==> src/rtl/refresh_pkg.sv <==
// Shared FSM encoding and bitmap addressing helper for the line refresh controller.
package refresh_pkg;

  localparam int STATE_BITS = 2;

  typedef enum logic [STATE_BITS-1:0] {
    IDLE = 2'd0,
    SCAN = 2'd1,
    REQ  = 2'd2,
    DONE = 2'd3
  } refresh_state_e;

  // Lines of one set occupy consecutive bitmap positions, so a set is a NUM_WAYS-wide slice.
  function automatic int flat_idx(input int index, input int way, input int num_ways);
    return index * num_ways + way;
  endfunction

endpackage

==> src/rtl/line_refresh_ctrl_way_pick.sv <==
// Lowest-numbered pending way within one set's slice of the bitmap.
module way_pick
  import refresh_pkg::*;
#(
  parameter int NUM_WAYS = 4,
  parameter int WAY_BITS = (NUM_WAYS > 1) ? $clog2(NUM_WAYS) : 1
) (
  input  logic [NUM_WAYS-1:0] pend_bits,
  output logic                any,
  output logic [WAY_BITS-1:0] way
);

  always_comb begin
    any = |pend_bits;
    way = '0;
    // Walk downward so the lowest set bit is the last one written.
    for (int i = NUM_WAYS - 1; i >= 0; i--) begin
      if (pend_bits[i]) way = WAY_BITS'(i);
    end
  end

endmodule

==> src/rtl/line_refresh_ctrl.sv <==
// Pending-refresh bitmap fed by stale notifications, drained one line at a time
// through a req/ack refresh port with a round-robin set scan.
module line_refresh_ctrl
  import refresh_pkg::*;
#(
  parameter int NUM_SETS   = 64,
  parameter int NUM_WAYS   = 4,
  parameter int INDEX_BITS = $clog2(NUM_SETS),
  parameter int WAY_BITS   = (NUM_WAYS > 1) ? $clog2(NUM_WAYS) : 1,
  parameter int CNT_BITS   = $clog2(NUM_SETS * NUM_WAYS + 1)
) (
  input  logic                  clk,
  input  logic                  rst_n,
  input  logic                  enable,
  input  logic                  stale_valid,
  input  logic [INDEX_BITS-1:0] stale_index,
  input  logic [WAY_BITS-1:0]   stale_way,
  input  logic                  access_en,
  input  logic [INDEX_BITS-1:0] access_index,
  input  logic [WAY_BITS-1:0]   access_way,
  output logic                  refresh_req,
  output logic [INDEX_BITS-1:0] refresh_index,
  output logic [WAY_BITS-1:0]   refresh_way,
  input  logic                  refresh_ack,
  output logic                  refresh_done,
  output logic [INDEX_BITS-1:0] done_index,
  output logic [WAY_BITS-1:0]   done_way,
  output logic                  busy,
  output logic [CNT_BITS-1:0]   pending_count
);

  localparam int NUM_LINES = NUM_SETS * NUM_WAYS;
  localparam int LINE_BITS = (NUM_LINES > 1) ? $clog2(NUM_LINES) : 1;

  refresh_state_e        state_reg;
  logic [NUM_LINES-1:0]  bitmap_reg;
  logic [NUM_LINES-1:0]  bitmap_next;
  logic [INDEX_BITS-1:0] scan_ptr_reg;
  logic [NUM_WAYS-1:0]   set_bits;
  logic                  set_any;
  logic [WAY_BITS-1:0]   set_way;
  logic                  bitmap_nz;

  assign bitmap_nz = |bitmap_reg;
  assign busy      = (state_reg != IDLE);
  assign set_bits  = bitmap_reg[LINE_BITS'(flat_idx(int'(scan_ptr_reg), 0, NUM_WAYS)) +: NUM_WAYS];

  way_pick #(
    .NUM_WAYS (NUM_WAYS),
    .WAY_BITS (WAY_BITS)
  ) u_way_pick (
    .pend_bits (set_bits),
    .any       (set_any),
    .way       (set_way)
  );

  // Later writes win: a fresh stale mark survives any clear in the same cycle.
  always_comb begin
    bitmap_next = bitmap_reg;
    if (state_reg == REQ && refresh_ack)
      bitmap_next[LINE_BITS'(flat_idx(int'(refresh_index), int'(refresh_way), NUM_WAYS))] = 1'b0;
    if (access_en)
      bitmap_next[LINE_BITS'(flat_idx(int'(access_index), int'(access_way), NUM_WAYS))] = 1'b0;
    if (stale_valid)
      bitmap_next[LINE_BITS'(flat_idx(int'(stale_index), int'(stale_way), NUM_WAYS))] = 1'b1;
  end

  always_ff @(posedge clk or negedge rst_n) begin
    if (!rst_n) begin
      bitmap_reg    <= '0;
      pending_count <= '0;
    end else begin
      bitmap_reg    <= bitmap_next;
      pending_count <= CNT_BITS'($countones(bitmap_next));
    end
  end

  always_ff @(posedge clk or negedge rst_n) begin
    if (!rst_n) begin
      state_reg     <= IDLE;
      scan_ptr_reg  <= '0;
      refresh_req   <= 1'b0;
      refresh_index <= '0;
      refresh_way   <= '0;
      refresh_done  <= 1'b0;
      done_index    <= '0;
      done_way      <= '0;
    end else begin
      refresh_done <= 1'b0;
      case (state_reg)
        IDLE: begin
          if (bitmap_nz && enable) state_reg <= SCAN;
        end
        SCAN: begin
          if (!bitmap_nz || !enable) begin
            state_reg <= IDLE;
          end else if (set_any) begin
            refresh_index <= scan_ptr_reg;
            refresh_way   <= set_way;
            refresh_req   <= 1'b1;
            state_reg     <= REQ;
          end else begin
            scan_ptr_reg <= scan_ptr_reg + 1'b1;
          end
        end
        REQ: begin
          // Once issued, a request is only retired by ack; enable is ignored here.
          if (refresh_ack) begin
            refresh_req  <= 1'b0;
            refresh_done <= 1'b1;
            done_index   <= refresh_index;
            done_way     <= refresh_way;
            scan_ptr_reg <= scan_ptr_reg + 1'b1;
            state_reg    <= DONE;
          end
        end
        DONE: begin
          state_reg <= (bitmap_nz && enable) ? SCAN : IDLE;
        end
        default: state_reg <= IDLE;
      endcase
    end
  end

endmodule

==> config.mk <==
export PLATFORM = sky130hd
export DESIGN_NAME = line_refresh_ctrl
export DESIGN_NICKNAME = d
export VERILOG_FILES = /design/src/rtl/refresh_pkg.sv /design/src/rtl/line_refresh_ctrl_way_pick.sv /design/src/rtl/line_refresh_ctrl.sv
export SDC_FILE = /design/constraint.sdc
export NUM_CORES = 1
export LEC_CHECK = 0
export ABC_AREA = 1
export CORE_UTILIZATION = 68
export DETAILED_ROUTE_END_ITERATION = 8
export PLACE_DENSITY_LB_ADDON = 0.3
export RECOVER_POWER = 100
export SETUP_SLACK_MARGIN = 0.3
export SLEW_MARGIN = 20
export SYNTH_ARGS = -nofsm -noshare
export SYNTH_HDL_FRONTEND = slang
export SYNTH_SLANG_ARGS = --single-unit
==> constraint.sdc <==
create_clock -name clk -period 25.3 [get_ports clk]
set_input_delay 5.06 -clock clk [delete_from_list [all_inputs] [get_ports clk]]
set_output_delay 5.06 -clock clk [all_outputs]
set_load 0.005 [all_outputs]
==> impl_metrics.tcl, run 1 <==
set metrics [dict create \
    status "complete, but fails checks" \
    violations "max-capacitance violations, max-slew violations" \
    postSynthCellCount 2257 \
    drv_slew 298 \
    syn_nets 2560 \
    yosys_warnings 0 \
    fin_crit_ns 16.15 \
    slew_headroom_pct -204 \
    post_drt_via_cell_ratio 6.76 \
    worstMarginPinSlew_ns 4.56 \
    drc 0 \
    grtUsageTotal_pct 55.8 \
    clk_latency_ns 0.56 \
    grt_max_degree 88 \
    critical_path_required_ns 25.77 \
    maxCapViolCount 4 \
    worst_path_max_delay_cell "o21ai_0" \
    crit_type "in2reg" \
    cts.reportedPaths.clkPinSlew_ns 0.07 \
    largest_reg_flops 256 \
    drive_gt1_share_pct 3.09 \
    die_w_microns 175 \
    max_freq_mhz 61.9 \
    fin_skew_ns 0.0405 \
    cp.arrival_ns 16.62 \
    synth_largest_type_area_fraction_pct 35.9 \
    ios 50 \
    grt_pass1_wl_microns 119000 \
    synth.avg_cell_area_sq_um 8.99 \
    met1_usage_pct 67.9 \
    cts_resized 0 \
    overflow 0 \
    cts_tree "done" \
    dr.pass1.iters 7 \
    antenna_found_initial 4 \
    setup_viol 0 \
    critPathCaptureType "flip-flop" \
    port_buffers 49 \
    core-area_sq_um 29000 \
    grt_util_met3_pct 27.2 \
    totalWireLength_microns 81500 \
    ys_types 39 \
    fin_crit_sh_pct 63.8 \
    syn2layout_area_growth_pct 6.92 \
    rows 62 \
    nets 2484 \
    slowest_delay_ns 0.79 \
    ant_nets 0 \
    cts_hold_buf 0 \
    num_vias 17500 \
    die_area_sq_um 30500 \
    cts_buffers 34 \
    cts_setup_buffers 0 \
    wl_per_cell_microns 31.5 \
    synth_top_area_cell "dfrtp_1" \
    synthTopCellsByArea "dfrtp_1 36%, fa_1 24%, inv_1 10%, o221ai_1 5.0%, nand2_1 4.5%" \
    gr-max-usage-layer "met2" \
    clock_sinks 291 \
    critPathMaxFanout 33 \
    post-route-util_pct 74.7 \
    ys.flop_type "dfrtp_1" \
    rsz0062_at_grt "no" \
    synth_area_sq_um 20300 \
    clockBufferDepth 3 \
    clk_root_buffer_cell "clkbuf_16" \
    path_common_cell "fa_1" \
    crit_start "refresh_ack" \
    synth-seq-area-share_pct 35.9 \
    use_met2_pct 77.0 \
    synth-edff-count 0 \
    async_reset_ff_share_pct 100 \
    drt_iter0_markers 2620 \
    hpwl_microns 58400 \
    htreeDepth 2 \
    min_path_type "reg2reg" \
    initial_core_util_pct 69.9 \
    globalplace.congestion 1.11 \
    start_kind "input pin" \
    die_h_microns 175 \
    holdCritStartpoint "bitmap_reg[205]$_DFF_PN0_" \
    synth_seq_cells 291 \
    grt_pass1_vias 18000 \
    finalHoldViolations 0 \
    tns_ns 0 \
]
==> stage by stage <==
stage	std cells	worst slack, ns	instance area (sq um)	hold WS [ns]
final	2589	9.15	21700	0.377
after global placement	2528	10.76	20600	0.365
after CTS	2587	10.56	21700	0.380
after floorplan	2257	12.19	20300	0.429
after global routing	2588	8.47	21700	0.386
after detailed placement	2528	10.30	20600	0.366
==> worst max-delay path: cells and delay by family <==
kind | cells | cell delay [ns]
buf+inv | 10 | 2.20
fa+ha+maj | 12 | 6.15
simple gates | 4 | 1.43
compound gates | 6 | 1.74
==> cells by family after synthesis <==
logic type	share of synthesized area, %
xor+xnor	0.432
fa+ha+maj	26.3
flops	35.9
buf+inv	14.0
simple gates	12.8
compound gates	10.6
==> metal layers <==
metal | share of wire [%] | vias to the layer above
li1 | - | 6781
met1 | 33 | 8402
met2 | 41 | 1803
met3 | 16 | 518
met4 | 9.3 | 4
met5 | 0.026 | -
==> cell type report <==
type / instances / area (sq um)
multi-input cells: 1237 / 10100
fillers: 1918 / 7330
flip-flops and latches: 291 / 7280
inverters: 562 / 2110
clock buffers: 48 / 963
repair buffers: 55 / 518
well taps: 384 / 480
clock inverters: 11 / 209
diodes: 1 / 2.50
==> layout by cell type, fill, tap and decap left out, drive strengths merged, types with 14 or more instances in the layout <==
| cell | count |
|---|---|
| ha | 39 |
| o211ai | 16 |
| o21ai | 141 |
| fa | 242 |
| nand4 | 14 |
| inv | 558 |
| nor2 | 242 |
| o221ai | 115 |
| dfrtp | 291 |
| dlygate4sd3 | 30 |
| a21oi | 35 |
| clkbuf | 52 |
| nand3 | 109 |
| nand2 | 247 |
| clkdlybuf4s50 | 18 |
==> cells in the mapped netlist, types with 11 or more instances <==
| cell | n |
|---|---|
| clkbuf_1 | 144 |
| nand2_1 | 243 |
| inv_1 | 551 |
| o221ai_1 | 115 |
| nand3_1 | 108 |
| ha_1 | 39 |
| dfrtp_1 | 291 |
| o211ai_1 | 15 |
| a21oi_1 | 33 |
| fa_1 | 242 |
| nor2_1 | 238 |
| nand4_1 | 14 |
| o21ai_0 | 126 |
| buf_6 | 11 |
==> worst paths after layout <==
kind	slack, ns	cells past startpoint	to
max	9.15	32	pending_count[8]$_DFF_PN0_
min	0.38	0	bitmap_reg[205]$_DFF_PN0_
max reg2reg	13.59	33	pending_count[8]$_DFF_PN0_
min reg2reg	0.38	0	bitmap_reg[205]$_DFF_PN0_
max in group asynchronous	10.22	3	bitmap_reg[100]$_DFF_PN0_
min in group asynchronous	6.12	1	refresh_req$_DFFE_PN0P_
Power of run 1 is left out: the tool's default activity adds up to more than one toggle a clock period on the data nets, which glitch-free logic cannot reach.
==> run 2, diff against run 1 <==
--- a/config.mk
+++ b/config.mk
@@ -6,7 +6,7 @@
 export NUM_CORES = 1
 export LEC_CHECK = 0
 export ABC_AREA = 1
-export CORE_UTILIZATION = 68
+export CORE_UTILIZATION = 57
 export DETAILED_ROUTE_END_ITERATION = 8
 export PLACE_DENSITY_LB_ADDON = 0.3
 export RECOVER_POWER = 100
==> constraint.sdc (replaced) <==
create_clock -name clk -period 14.7 [get_ports clk]
set_input_delay 2.94 -clock clk [delete_from_list [all_inputs] [get_ports clk]]
set_output_delay 2.94 -clock clk [all_outputs]
set_load 0.005 [all_outputs]
==> impl_metrics.tcl, run 2 (synthesis gave the netlist of run 1 again) <==
set metrics [dict create \
    path_common_cell "fa_1" \
    dr.pass1.iters 8 \
    max_freq_mhz 74.3 \
    drt_iter0_markers 1795 \
    start_kind "input pin" \
    crit_type "in2reg" \
    clk_latency_ns 0.56 \
    fin_skew_ns 0.0221 \
    slowest_delay_ns 0.80 \
    cts_resized 0 \
    port_buffers 49 \
    grt_util_met3_pct 15.6 \
    place_area_sq_um 20700 \
    clockBufferDepth 3 \
    layout_common_cells "552 x inv_1, 290 x dfrtp_1, 245 x nand2_1" \
    setup_viol 0 \
    ant_nets 0 \
    die_w_microns 191 \
    drc 0 \
    syn2layout_area_growth_pct 7.33 \
    grtUsageTotal_pct 44.7 \
    status "complete, but fails checks" \
    finalNonFillerCells 2659 \
    violations "max-capacitance violations, max-slew violations" \
    met1_usage_pct 60.1 \
    worst_path_max_delay_cell "nor2_1" \
    dp_cells 2599 \
    totalWireLength_microns 77200 \
    num_vias 16100 \
    use_met2_pct 63.5 \
    cts_tree "done" \
    post_drt_via_cell_ratio 6.06 \
    wl_per_cell_microns 29.0 \
    fillers 2791 \
    clk_root_buffer_cell "clkbuf_16" \
    tns_ns 0 \
    rows 68 \
    path_delay_family "adder cells" \
    hpwl_microns 59400 \
    min_path_type "reg2reg" \
    drive_gt1_share_pct 3.36 \
    cts_setup_buffers 0 \
    critPathMaxFanout 33 \
    critPathCaptureType "flip-flop" \
    clock_sinks 291 \
    cts.reportedPaths.clkPinSlew_ns 0.06 \
    fin_crit_sh_pct 91.5 \
    die_area_sq_um 36300 \
    die_h_microns 191 \
    gr-max-usage-layer "met2" \
    ios 50 \
    overflow 0 \
    htreeDepth 2 \
    cts_buffers 34 \
    rsz0062_at_grt "no" \
    grt_pass1_vias 16800 \
    drv_slew 298 \
    antennaDiodeCount 0 \
    finalInstanceArea_sq_um 21800 \
    nets 2483 \
    largest_reg_flops 256 \
    cts_hold_buf 0 \
    finalHoldViolations 0 \
    antenna_found_initial 1 \
    globalplace.congestion 1.10 \
    layout_commonest_cell "inv_1" \
    fin_crit_ns 13.45 \
    slew_headroom_pct -319 \
    crit_buf_inv 9 \
    critical_path_required_ns 15.14 \
    worstMarginPinSlew_ns 6.29 \
    grt_pass1_wl_microns 113000 \
    cp.arrival_ns 13.89 \
    core-area_sq_um 34800 \
    maxCapViolCount 4 \
    initial_core_util_pct 58.3 \
    grt_max_degree 109 \
]
-- run 2: cell types whose count changed in the layout (fill, tap and decap cells not counted) --
cell	previous run	this run
buf_4	3	2
inv_16	1	0
inv_2	4	5
clkbuf_2	0	1
bufinv_16	5	4
clkinvlp_4	1	3
clkbuf_8	6	8
inv_1	553	552
inv_6	0	2
diode_2	1	0
clkinv_4	0	1
clkbuf_1	12	7
-- run 2: path summary, 6_finish.rpt --
kind | slack (ns) | from | cells past startpoint | end
max | 1.25 | refresh_ack | 34 | pending_count[7]$_DFF_PN0_
max in group asynchronous | 2.91 | rst_n | 3 | bitmap_reg[209]$_DFF_PN0_
max reg2reg | 3.57 | flip-flop | 35 | pending_count[7]$_DFF_PN0_
min reg2reg | 0.37 | bitmap_reg[205]$_DFF_PN0_ | 0 | bitmap_reg[205]$_DFF_PN0_
min in group asynchronous | 4.73 | rst_n | 1 | refresh_index[5]$_DFFE_PN0P_
min | 0.37 | bitmap_reg[205]$_DFF_PN0_ | 0 | bitmap_reg[205]$_DFF_PN0_
-- run 2: layer usage --
metal	vias to the layer above	part of all wire (%)
met4	0	6.3
li1	6760	-
met3	211	12
met1	8042	39
met5	-	0
met2	1106	42
-- run 2: area by class of cell --
class	instances	area, sq um	area share (%)
tap	455	569	2.61
multi-input combinational	1237	10100	46.5
sequential	291	7280	33.5
clock inverter	14	200	0.920
timing repair buffer	54	512	2.35
inverter	562	2110	9.69
clock buffer	46	976	4.48
-- run 2: through the flow --
stage | hold slack (ns) | util (%) | setup slack [ns]
floorplan | 0.429 | - | 3.71
detailed placement | 0.366 | 59.4 | 1.53
global placement | 0.365 | 59.4 | 1.75
global route | 0.381 | 62.6 | 0.950
finish | 0.374 | 62.6 | 1.25
CTS | 0.378 | 62.8 | 1.92
Power of run 2 is left out for the same reason.
